**src/rtl/mem_port_sequencer.sv**
```systemverilog
// Single-port SRAM owner: loader -> CPU -> diag halt/resume sequencing, plus write snoop
// into NUM_WIN mirror windows. Optional alias hit on window 0 with `define MEM_MIRROR_ALIAS_EN.

module mem_mirror_win #(
  parameter int ADDR_W = 16,
  parameter int MIR_AW = 11
) (
  input  logic              clk,
  input  logic              rst,
  input  logic              cfg_sel,
  input  logic [ADDR_W-1:0] cfg_start,
  input  logic [ADDR_W-1:0] cfg_end,
  input  logic [ADDR_W-1:0] addr,
  input  logic              wr,
  input  logic              alias_wr,
  output logic              hit,
  output logic [MIR_AW-1:0] off
);
  logic [ADDR_W-1:0] start_q, end_q;
  logic              en;

  always_ff @(posedge clk or posedge rst) begin
    if (rst) begin
      start_q <= '0;
      end_q   <= '0;
    end else if (cfg_sel) begin
      start_q <= cfg_start;
      end_q   <= cfg_end;
    end
  end

  assign en  = start_q < end_q;
  assign hit = wr & en & (alias_wr | ((addr >= start_q) & (addr < end_q)));
  // Alias writes land on the last byte of the window, even if the address is also in range.
  assign off = alias_wr ? MIR_AW'(end_q - start_q - 1'b1) : MIR_AW'(addr - start_q);
endmodule

module mem_port_sequencer #(
  parameter int                ADDR_W      = 16,
  parameter int                DATA_W      = 8,
  parameter int                NUM_WIN     = 4,
  parameter int                MIR_AW      = 11,
  parameter int                HALT_SETTLE = 2,
  parameter logic [ADDR_W-1:0] ALIAS_ADDR  = 16'hE84C
) (
  input  logic              clk,
  input  logic              rst,
  input  logic              load_done,
  input  logic [ADDR_W-1:0] ld_addr,
  input  logic [DATA_W-1:0] ld_data,
  input  logic              ld_cs,
  input  logic              ld_we,
  input  logic [ADDR_W-1:0] cpu_addr,
  input  logic [DATA_W-1:0] cpu_data,
  input  logic              cpu_cs,
  input  logic              cpu_we,
  input  logic              cpu_access_active,
  input  logic              halt_req,
  output logic              halt_ack,
  output logic              cpu_rdy,
  input  logic [ADDR_W-1:0] diag_addr,
  input  logic [DATA_W-1:0] diag_data,
  input  logic              diag_cs,
  input  logic              diag_we,
  output logic [ADDR_W-1:0] ram_addr,
  output logic [DATA_W-1:0] ram_din,
  output logic              ram_cs,
  output logic              ram_we,
  input  logic              cfg_we,
  input  logic [3:0]        cfg_idx,
  input  logic [ADDR_W-1:0] cfg_start,
  input  logic [ADDR_W-1:0] cfg_end,
  output logic              mir_we,
  output logic [MIR_AW-1:0] mir_addr,
  output logic [DATA_W-1:0] mir_data,
  output logic [3:0]        mir_idx,
  output logic [2:0]        state
);
  localparam logic [2:0] S_LOAD   = 3'd0;
  localparam logic [2:0] S_RUN    = 3'd1;
  localparam logic [2:0] S_DRAIN  = 3'd2;
  localparam logic [2:0] S_HALT   = 3'd3;
  localparam logic [2:0] S_RESUME = 3'd4;

`ifdef MEM_MIRROR_ALIAS_EN
  localparam bit ALIAS_EN = 1'b1;
`else
  localparam bit ALIAS_EN = 1'b0;
`endif

  logic [3:0] settle_q;

  always_ff @(posedge clk or posedge rst) begin
    if (rst) begin
      state    <= S_LOAD;
      settle_q <= '0;
    end else begin
      case (state)
        S_LOAD: if (load_done) state <= S_RUN;
        S_RUN: if (halt_req) begin
          state    <= S_DRAIN;
          settle_q <= 4'(HALT_SETTLE);
        end
        S_DRAIN: begin
          // Dropping the request aborts the halt before diag ever sees the port.
          if (!halt_req)               state    <= S_RUN;
          else if (cpu_access_active)  settle_q <= 4'(HALT_SETTLE);
          else if (settle_q == 4'd0)   state    <= S_HALT;
          else                         settle_q <= settle_q - 4'd1;
        end
        S_HALT:   if (!halt_req) state <= S_RESUME;
        S_RESUME: state <= S_RUN;
        default:  state <= S_LOAD;
      endcase
    end
  end

  assign cpu_rdy  = (state == S_RUN);
  assign halt_ack = (state == S_HALT);

  always_comb begin
    ram_addr = '0;
    ram_din  = '0;
    ram_cs   = 1'b0;
    ram_we   = 1'b0;
    case (state)
      S_LOAD: begin
        ram_addr = ld_addr; ram_din = ld_data; ram_cs = ld_cs; ram_we = ld_we;
      end
      S_RUN, S_DRAIN: begin
        ram_addr = cpu_addr; ram_din = cpu_data; ram_cs = cpu_cs; ram_we = cpu_we;
      end
      S_HALT: begin
        ram_addr = diag_addr; ram_din = diag_data; ram_cs = diag_cs; ram_we = diag_we;
      end
      default: ;
    endcase
  end

  logic                           wr;
  logic                           alias_wr;
  logic [NUM_WIN-1:0]             win_hit;
  logic [NUM_WIN-1:0][MIR_AW-1:0] win_off;

  assign wr       = ram_cs & ram_we;
  assign alias_wr = ALIAS_EN && (ram_addr == ALIAS_ADDR);

  for (genvar i = 0; i < NUM_WIN; i++) begin : g_win
    mem_mirror_win #(.ADDR_W(ADDR_W), .MIR_AW(MIR_AW)) u_win (
      .clk       (clk),
      .rst       (rst),
      .cfg_sel   (cfg_we && (cfg_idx == 4'(i))),
      .cfg_start (cfg_start),
      .cfg_end   (cfg_end),
      .addr      (ram_addr),
      .wr        (wr),
      .alias_wr  ((i == 0) ? alias_wr : 1'b0),
      .hit       (win_hit[i]),
      .off       (win_off[i])
    );
  end

  logic [3:0]        sel_idx;
  logic [MIR_AW-1:0] sel_off;

  always_comb begin
    sel_idx = '0;
    sel_off = '0;
    for (int i = NUM_WIN - 1; i >= 0; i--) begin
      if (win_hit[i]) begin
        sel_idx = 4'(i);
        sel_off = win_off[i];
      end
    end
  end

  always_ff @(posedge clk or posedge rst) begin
    if (rst) begin
      mir_we   <= 1'b0;
      mir_addr <= '0;
      mir_data <= '0;
      mir_idx  <= '0;
    end else begin
      mir_we <= |win_hit;
      if (|win_hit) begin
        mir_addr <= sel_off;
        mir_data <= ram_din;
        mir_idx  <= sel_idx;
      end
    end
  end
endmodule

```
**config.mk**
```make
export PLATFORM = sky130hd
export DESIGN_NAME = mem_port_sequencer
export DESIGN_NICKNAME = d
export VERILOG_FILES = /design/src/rtl/mem_port_sequencer.sv
export SDC_FILE = /design/constraint.sdc
export NUM_CORES = 1
export LEC_CHECK = 0
export CAP_MARGIN = 5
export CORE_UTILIZATION = 61
export DETAILED_ROUTE_END_ITERATION = 8
export GPL_TIMING_DRIVEN = 0
export MAX_ROUTING_LAYER = met4
export PLACE_DENSITY = 0.87
export SLEW_MARGIN = 20
export SYNTH_ARGS = -nofsm -noshare
export SYNTH_HDL_FRONTEND = slang
export SYNTH_SLANG_ARGS = --single-unit
```
**constraint.sdc**
```tcl
create_clock -name clk -period 11.9 [get_ports clk]
set_clock_uncertainty 0.1 [all_clocks]
set_input_delay 1.19 -clock clk [delete_from_list [all_inputs] [get_ports clk]]
set_output_delay 1.19 -clock clk [all_outputs]
set_load 0.005 [all_outputs]
```
Yosys cells after proc, flatten, opt, wreduce, memory -nomap -nowiden
Cells that the tools add are included.
{ "word_totals": {"ff_bits": 159, "latch_bits": 0, "mem_bits_rw": 0, "rom_bits": 0, "inputBits": 120, "output_inout_bits": 55, "wordCells": 94, "memories": 0} }
{ "op_classes": {"add_sub_neg": 5, "n_mul": 0, "n_div": 0, "magnitude_cmp": 12, "n_eq_ne": 14, "shift": 0, "mux": 24, "n_bitwise": 13, "reduce_logical": 12} }
{ "ops": {"columns": ["cell", "count"], "rows": [
  ["$lt 16x16->1", 8],
  ["$ge 16x16->1", 4],
  ["$pmux 16 s3", 1],
  ["$mux 11", 4],
  ["$sub 11x11->11", 4],
  ["$mux 4", 7],
  ["$pmux 8 s3", 1],
  ["$mux 3", 6],
  ["$pmux 3 s5", 1],
  ["$and 1x1->1", 13],
  ["$ne 3x3->1 const B", 3],
  ["$eq 4x2->1 const B", 2],
  ["$logic_not 4->1", 2],
  ["$ne 2x2->1 const B", 4],
  ["$pmux 4 s2", 1],
  ["$eq 3x2->1 const B", 2],
  ["$pmux 1 s3", 2],
  ["$reduce_and 5->1", 1],
  ["$eq 4x1->1 const B", 1],
  ["$logic_and 1x1->1", 4],
  ["$reduce_and 4->1", 1],
  ["$reduce_or 4->1", 1],
  ["$sub 4x1->4 const B", 1],
  ["$eq 3x1->1 const B", 1],
  ["5 further kinds", 5]
]} }

Longest topological paths before layout
Gate-level depths: netlist of run 1.
{ "depth": {"depth_word": 10, "mapped_depth": 20, "depth_no_buf": 15} }

Modules after synthesis
From an unflattened synthesis of run 1, not the netlist that was laid out.
{ "unflattened": {"hier_cells": 1714, "area_unflattened_um2": 14591.5} }
{ "by_module_without_submodules": {"columns": ["mod", "n_inst", "cells_per_inst", "area_each_um2", "seq_area_each_um2"], "rows": [
  ["mem_mirror_win (g_win[1].u_win ...)", 2, 362, 3080.5, 800.8],
  ["mem_mirror_win (g_win[0].u_win ...)", 2, 365, 3031.7, 800.8],
  ["mem_port_sequencer", 1, 260, 2367.3, 725.7]
]} }

Least setup slack after synthesis of run 1
Ideal clock, no wire load.
{ "synth_path": {"path_type": "register -> register", "startpoint": "register state[1]", "endpoint": "register mir_data[0]", "setup_ns": 0.125, "arrival_time_ns": 5.243, "required_time_ns": 11.675, "path_slack_ns": 6.432, "stages_incl_launch_ff": 19, "n_path_buf": 6, "synth_period_minus_slack_ns": 5.468, "path_cell_list": "dfrtp_1 buf_6 clkbuf_1 clkbuf_1 clkbuf_1 mux2i_1 a211oi_1 ha_1 or2_2 o22ai_1 a2111o_1 a211o_1 a2111oi_4 a21oi_1 and2_1 buf_6 clkinv_4 buf_12 mux2_4"} }
{ "synth_via": {"elab_chain_cells": 7, "elab_cells_between_ends": 31, "cone_classes": "order compare (8); eq/ne (3); mux (4); bitwise (13); reduce/logical (3)"} }
{ "synth_lines": {"columns": ["item", "line", "rtl"], "rows": [
  ["start, declared", "77", "output logic [2:0] state"],
  ["start signal, assigned", "95", "state <= S_LOAD;"],
  ["start signal, assigned", "99", "S_LOAD: if (load_done) state <= S_RUN;"],
  ["start signal, assigned", "101", "state <= S_DRAIN;"],
  ["$eq 3x1->1 / $eq 3x2->1 (equally long branches)", "126", "case (state)"],
  ["$reduce_or 2->1", "126", null],
  ["$pmux 16 s3 (*)", "126", null],
  ["net ram_addr[3]", "65", "output logic [ADDR_W-1:0] ram_addr,"],
  ["$ge 16x16->1 / $lt 16x16->1 (equally long branches)", "33", "assign hit = wr & en & (alias_wr | ((addr >= start_q) & (addr < end_q)));"],
  ["$and 1x1->1 (2 in series)", "33", null],
  ["$reduce_or 4->1 (*)", "185", "if (|win_hit) begin"],
  ["end signal, assigned", "187", "mir_data <= ram_din;"],
  ["end, declared", "75", "output logic [DATA_W-1:0] mir_data,"]
]} }
Mark *: on every way through the listed nets, which the timed path passes. The rest lies on a longest branch.
A chain may end at the register's enable or synchronous reset.

Final worst setup path of run 1
{ "layout_path": {"startpoint": "register state[1]", "endpoint": "register mir_data[2]"} }
{ "layout_via": {"elab_chain_cells": 7, "elab_cells_between_ends": 31, "cone_classes": "order compare (8); eq/ne (3); mux (4); bitwise (13); reduce/logical (3)"} }
{ "layout_lines": {"columns": ["item", "line"], "rows": [
  ["$eq 3x1->1 / $eq 3x2->1 (equally long branches)", "126"],
  ["$reduce_or 2->1", "126"],
  ["$pmux 16 s3 / $pmux 1 s3 (equally long branches)", "126"],
  ["$ge 16x16->1 (tied with other cells)", "33"],
  ["$and 1x1->1 (2 in series)", "33"],
  ["$reduce_or 4->1", "185"]
]} }
Parallel ways exist; a longest one is shown, timed or not.

==> results_dict.tcl, run 1 <==
set metrics [dict create \
    cts-hold-fix-buffers 0 \
    min_delay_path_depth 1 \
    avgSynthCellArea_um2 9.42 \
    power.density_nw_per_um2 259 \
    dieArea_um2 21200 \
    clock_power_share_pct 14.0 \
    cts.repair.resized 0 \
    row_count 52 \
    cpMaxStageDelayCell "a211oi_1" \
    worst_slack_ns 5.57 \
    cts.clk_slew.worst_paths_ns 0.07 \
    cts.path.max_buffers 2 \
    rsz0062_at_grt "no" \
    netlist_area_um2 12600 \
    synth_cell_types 78 \
    first_pass_iters 5 \
    grt_pass1_vias 11700 \
    hold_violations 0 \
    path_max_fanout 10 \
    wl_per_cell_um 21.4 \
    placeableCoreArea_um2 20200 \
    finalPower_w 0.00400 \
    dieWidth_um 146 \
    mostFrequentLayoutCell "ha_1" \
    pwr-share-seq_pct 19.4 \
    dp_hpwl_um 30900 \
    dp_slack_ns 5.76 \
    p_int_w 0.00219 \
    boundaryPins 175 \
    grt_pass1_wl_um 62000 \
    grt_max_degree 80 \
    outcome "complete, no violations" \
    async_reset_ff_share_pct 100 \
    r2r_end "mir_data[2]" \
    track_usage_pct 38.9 \
    numCtsBuffers 17 \
    p_leak_nw 6.98 \
    hold_class "reg -> reg" \
    hold_end "g_win[2].u_win.end_q[9]" \
    antenna_found_initial 1 \
    cts_setup_buffers 0 \
    ir_drop_uv 140 \
    io_buffers 172 \
    period_needed_ns 6.33 \
    max_clock_freq_mhz 158 \
    clkSinkCount 157 \
    drive_gt1_share_pct 10.8 \
    yosysSeqAreaShare_pct 31.3 \
    worstPathRequired_ns 12.12 \
    p_comb_share_pct 66.5 \
    final_nets 1851 \
    overflow 0 \
    p_switching_w 0.00181 \
    die_h_um 146 \
    globalplace.congestion 0.982 \
    cap_violations 0 \
    r2r.worst_path.cells 18 \
    synthFlopType "dfrtp_1" \
    totalNegativeSetupSlack_ns 0 \
    r2r_slack_ns 5.57 \
    crit_family "buffers and inverters" \
    maxSlewHeadroom_pct 38.6 \
    slew_viol_final 0 \
    clk_latency_ns 0.44 \
    ant_nets 0 \
    worstMarginPinSlew_ns 0.916 \
    switching_share_pct 45.3 \
    root_buffer "clkbuf_16" \
    synth_edf_count 0 \
    ctsHtreeMaxLevel 4 \
    fin_crit_sh_pct 53.2 \
    crit_chain "buf_6, clkbuf_1, clkbuf_1, clkbuf_1, mux2i_1, a211oi_2, buf_4, ha_1, and4_1, a221oi_1, a211oi_1, a211oi_1, a21oi_1, and2_1, buf_6, clkinv_4, buf_12, mux2_4" \
    mostFrequentLayoutCells "ha_1, clkdlybuf4s50_1, dfrtp_1, inv_1, nand2_1" \
    routed_wl_um 39000 \
    end_kind "flip-flop" \
    setup_viol 0 \
    critical_path_arrival_ns 6.55 \
    critical_path_class "reg -> reg" \
    ys_warn_count 0 \
    hold_start "g_win[2].u_win.end_q[9]" \
    worstSetupStartpointType "flip-flop" \
    path_buf_inv 8 \
    cts_tree "done" \
    r2r-start "state[1]" \
    critPathMostFrequentCell "clkbuf_1" \
    area_growth_pct 23.0 \
    vias_per_cell 6.26 \
    initial_core_util_pct 62.1 \
    ys_ff_latch 157 \
    slowest_delay_ns 0.78 \
    first_iter_violations 820 \
    vias 11400 \
    synthCells 1334 \
    drc 0 \
]
-- Yosys cell counts, types with 5 or more instances --
| master | instances | area [µm²] |
|---|---|---|
| and4_1 | 9 | 78.8 |
| nand3_1 | 23 | 115 |
| mux2i_1 | 30 | 300 |
| nand4_1 | 22 | 138 |
| o21a_1 | 12 | 90.1 |
| mux2_2 | 74 | 833 |
| inv_1 | 150 | 563 |
| a221oi_1 | 7 | 61.3 |
| a211o_1 | 5 | 43.8 |
| and3_1 | 6 | 37.5 |
| a21boi_0 | 5 | 37.5 |
| mux2_4 | 6 | 90.1 |
| and2_1 | 8 | 50.1 |
| xnor2_1 | 22 | 193 |
| dfrtp_1 | 157 | 3930 |
| o31ai_1 | 6 | 45.0 |
| o211ai_1 | 9 | 67.6 |
| o2111ai_1 | 6 | 52.6 |
| nand2b_1 | 17 | 106 |
| a21o_1 | 18 | 135 |
| clkbuf_1 | 31 | 116 |
| a31oi_1 | 8 | 50.1 |
| ha_1 | 186 | 2330 |
| o21ai_0 | 100 | 500 |
| nor2b_1 | 41 | 257 |
| nor2_1 | 40 | 150 |
| nand2_1 | 102 | 383 |
| a211oi_1 | 64 | 480 |
| nor3_1 | 18 | 90.1 |
| a21oi_1 | 56 | 280 |
| buf_1 | 8 | 30.0 |
-- kinds of logic (layout without fill, tap and decap cells) --
| logic type | count (synthesis) | after routing | synth area share, % |
|---|---|---|---|
| simple gates | 305 | 305 | 12.7 |
| other cells | 1 | 3 | 0.0298 |
| fa+ha+maj | 190 | 190 | 19.2 |
| buf+inv | 196 | 415 | 6.23 |
| compound gates | 349 | 349 | 19.1 |
| mux | 110 | 110 | 9.74 |
| flops | 157 | 157 | 31.3 |
| xor+xnor | 26 | 26 | 1.81 |
-- registers in the layout (all words and copies together), names as in the netlist --
name                 flops
mir_we                   1
state                    3
g_win.u_win.end_q       64
settle_q                 4
g_win.u_win.start_q     64
mir_idx                  2
mir_addr                11
mir_data                 8
-- power by group through the flow --
stage | registers, W | clock network, W | logic, W
global route | 0.000794 | 0.000582 | 0.00291
global placement | 0.000777 | 0 | 0.00243
detailed placement | 0.000784 | 0 | 0.00259
floorplan | 0.000760 | 0 | 0.00171
CTS | 0.000776 | 0.000561 | 0.00262
finish | 0.000778 | 0.000561 | 0.00266
-- final cells by class --
class / instances / area (µm²)
plain buffers: 45 / 211
clock inverters: 11 / 133
multi-input cells: 982 / 7940
fillers: 1412 / 4780
inverters: 151 / 579
flip-flops and latches: 157 / 3930
clock buffers: 21 / 460
diodes: 1 / 2.50
well taps: 270 / 338
repair buffers: 187 / 1860
-- layer usage --
metal / vias up / wire length, µm / GRT usage (%)
met4: 0 / 1980 / 19.0
met1: 5512 / 15700 / 46.4
met2: 516 / 18600 / 64.4
met5: - / 0 / -
li1: 5274 / - / -
met3: 122 / 2730 / 6.11
-- worst max path at each step --
stage / slack, ns / to / from / cells after the start
after floorplan: 6.38 / g_win[0].u_win.end_q[0] / rst / 1
after CTS: 5.67 / mir_data[0] / state[1] / 19
after global placement: 4.26 / g_win[1].u_win.end_q[3] / rst / 2
after detailed placement: 5.76 / mir_data[2] / state[1] / 19
final: 5.57 / mir_data[2] / state[1] / 18
after global routing: 5.23 / mir_data[0] / state[1] / 19
-- per-stage QoR --
stage	hold slack [ns]	instance area [µm²]	std cells	util, %
after detailed placement	0.393	14900	1792	73.4
after global routing	0.417	15500	1825	76.4
after global placement	0.386	14600	1777	72.3
after CTS	0.407	15500	1824	76.4
final	0.405	15500	1825	76.4
after floorplan	0.374	12600	1335	-
(Power assumes the default switching activity.)
==> run 2: changes to the inputs <==
Settings changed: CORE_UTILIZATION 61 to 57, PLACE_DENSITY 0.87 to 0.82.
Clock period 11.9 ns to 6.07 ns, I/O delays scaled along.
==> results_dict.tcl, run 2 (synthesis results as in run 1) <==
set metrics [dict create \
    outcome "complete, no violations" \
    overflow 0 \
    cts.path.max_buffers 2 \
    vias 11400 \
    hold_violations 0 \
    hold_class "reg -> reg" \
    cap_violations 0 \
    hold_start "mir_addr[1]" \
    mostFrequentLayoutCell "ha_1" \
    max_clock_freq_mhz 172 \
    rsz0062_at_grt "no" \
    worstSetupStartpointType "flip-flop" \
    fin_crit_sh_pct 95.6 \
    critical_path_arrival_ns 6.03 \
    critical_path_class "reg -> reg" \
    grt_pass1_vias 11500 \
    initial_core_util_pct 59.0 \
    maxSlewHeadroom_pct 38.7 \
    cts_tree "done" \
    clkSinkCount 157 \
    p_leak_nw 7.01 \
    r2r.worst_path.cells 19 \
    root_buffer "clkbuf_16" \
    area_growth_pct 23.4 \
    cts_setup_buffers 0 \
    r2r-start "state[1]" \
    ctsHtreeMaxLevel 4 \
    end_kind "flip-flop" \
    finalPower_w 0.00791 \
    final_nets 1851 \
    r2r_end "mir_data[0]" \
    placeableCoreArea_um2 21300 \
    io_buffers 172 \
    slowest_delay_ns 0.55 \
    setup_viol 0 \
    numCtsBuffers 17 \
    cpMaxStageDelayCell "a2111oi_4" \
    die_h_um 150 \
    grt_pass1_wl_um 60200 \
    worstPathRequired_ns 6.30 \
    cts-hold-fix-buffers 0 \
    dieWidth_um 150 \
    diodes 0 \
    crit_chain "buf_6, clkbuf_1, buf_2, nor2b_1, a211oi_1, a21oi_1, nand2_1, inv_1, ha_1, nand4_1, a2111o_1, a211o_1, a2111oi_4, a21oi_1, and2_1, buf_6, clkinv_4, buf_12, mux2_4" \
    track_usage_pct 36.5 \
    path_max_fanout 10 \
    drc 0 \
    period_needed_ns 5.80 \
    globalplace.congestion 0.949 \
    clk_latency_ns 0.44 \
    grt_max_degree 84 \
    min_delay_path_depth 1 \
    row_count 53 \
    ant_nets 0 \
    dp_hpwl_um 31100 \
    vias_per_cell 6.22 \
    ir_drop_uv 253 \
    r2r_slack_ns 0.27 \
    totalNegativeSetupSlack_ns 0 \
    boundaryPins 175 \
    antenna_found_initial 0 \
    hold_end "mir_addr[1]" \
    first_iter_violations 751 \
    drive_gt1_share_pct 11.1 \
    slew_viol_final 0 \
    wl_per_cell_um 21.5 \
    routed_wl_um 39400 \
    cts.clk_slew.worst_paths_ns 0.06 \
    mostFrequentLayoutCells "ha_1, clkdlybuf4s50_1, dfrtp_1, inv_1, nand2_1" \
    dieArea_um2 22600 \
    power.density_nw_per_um2 510 \
    worstMarginPinSlew_ns 0.916 \
    reg.largest.list "g_win.u_win.end_q x64, g_win.u_win.start_q x64, mir_addr x11" \
    first_pass_iters 7 \
]
[run 2: cell count changes in the layout (fill, tap and decap cells not counted)]
cell	previous run	this run
clkinvlp_4	2	1
a211oi_2	13	14
buf_4	15	16
buf_6	4	3
clkinv_4	4	3
a211oi_1	50	49
bufinv_16	2	4
buf_2	0	1
diode_2	1	0
clkbuf_2	0	3
buf_1	8	7
inv_6	3	1
clkbuf_1	33	30
clkbuf_8	2	3
[run 2: final cells by class]
| cell class | count | area [µm²] |
|---|---|---|
| multi-input combinational | 982 | 7950 |
| buffer | 45 | 216 |
| timing repair buffer | 187 | 1860 |
| sequential | 157 | 3930 |
| inverter | 151 | 579 |
| clock buffer | 22 | 474 |
| fill | 1580 | 5780 |
| tap | 275 | 344 |
| clock inverter | 9 | 159 |
[run 2: worst max-delay path: cells and delay by family, from the launching register on]
family	cells	cell delay, ns
AO/OA/AOI/OAI	6	1.79
adder cells (fa/ha/maj)	1	0.42
buffers and inverters	7	1.74
flip-flops	1	0.51
multiplexers	1	0.30
AND/OR/NAND/NOR	4	0.81
[run 2: layer usage]
metal | track usage (%) | routed length (µm)
met5 | - | 0
met4 | 18.1 | 1790
met3 | 6.00 | 2980
met2 | 60.4 | 18800
met1 | 43.0 | 15800
[run 2: worst max path at each step]
stage               startpoint     endpoint  cells after the start
floorplan             state[1]  mir_data[0]                     18
global placement      state[1]  mir_data[4]                     18
detailed placement    state[1]  mir_data[0]                     19
CTS                   state[0]  mir_data[0]                     17
global route          state[1]  mir_data[1]                     19
finish                state[1]  mir_data[0]                     19
[run 2: power by group]
group / leakage [nW] / internal [W] / switching [W]
logic: 4.80 / 0.00233 / 0.00288
registers: 1.90 / 0.00134 / 0.000187
clock network: 0.307 / 0.000721 / 0.000454
[run 2: what timing repair did]
| item | CTS | global route |
|---|---|---|
| pin swaps | 0 | 1 |
| setup endpoints to repair | 5 | 19 |
| endpoints found under the hold margin | 0 | 0 |
| resized for setup | 3 | 4 |
[run 2: through the flow]
| stage | std cells | worst slack, ns | area [µm²] | hold slack [ns] | util, % |
|---|---|---|---|---|---|
| detailed placement | 1797 | 0.0100 | 14900 | 0.384 | 69.8 |
| global route | 1828 | 0.0260 | 15500 | 0.411 | 72.9 |
| global placement | 1782 | -1.50 | 14600 | 0.386 | 68.8 |
| floorplan | 1335 | 0.602 | 12600 | 0.374 | - |
| CTS | 1828 | 0.0535 | 15500 | 0.397 | 72.8 |
| finish | 1828 | 0.266 | 15500 | 0.397 | 72.9 |
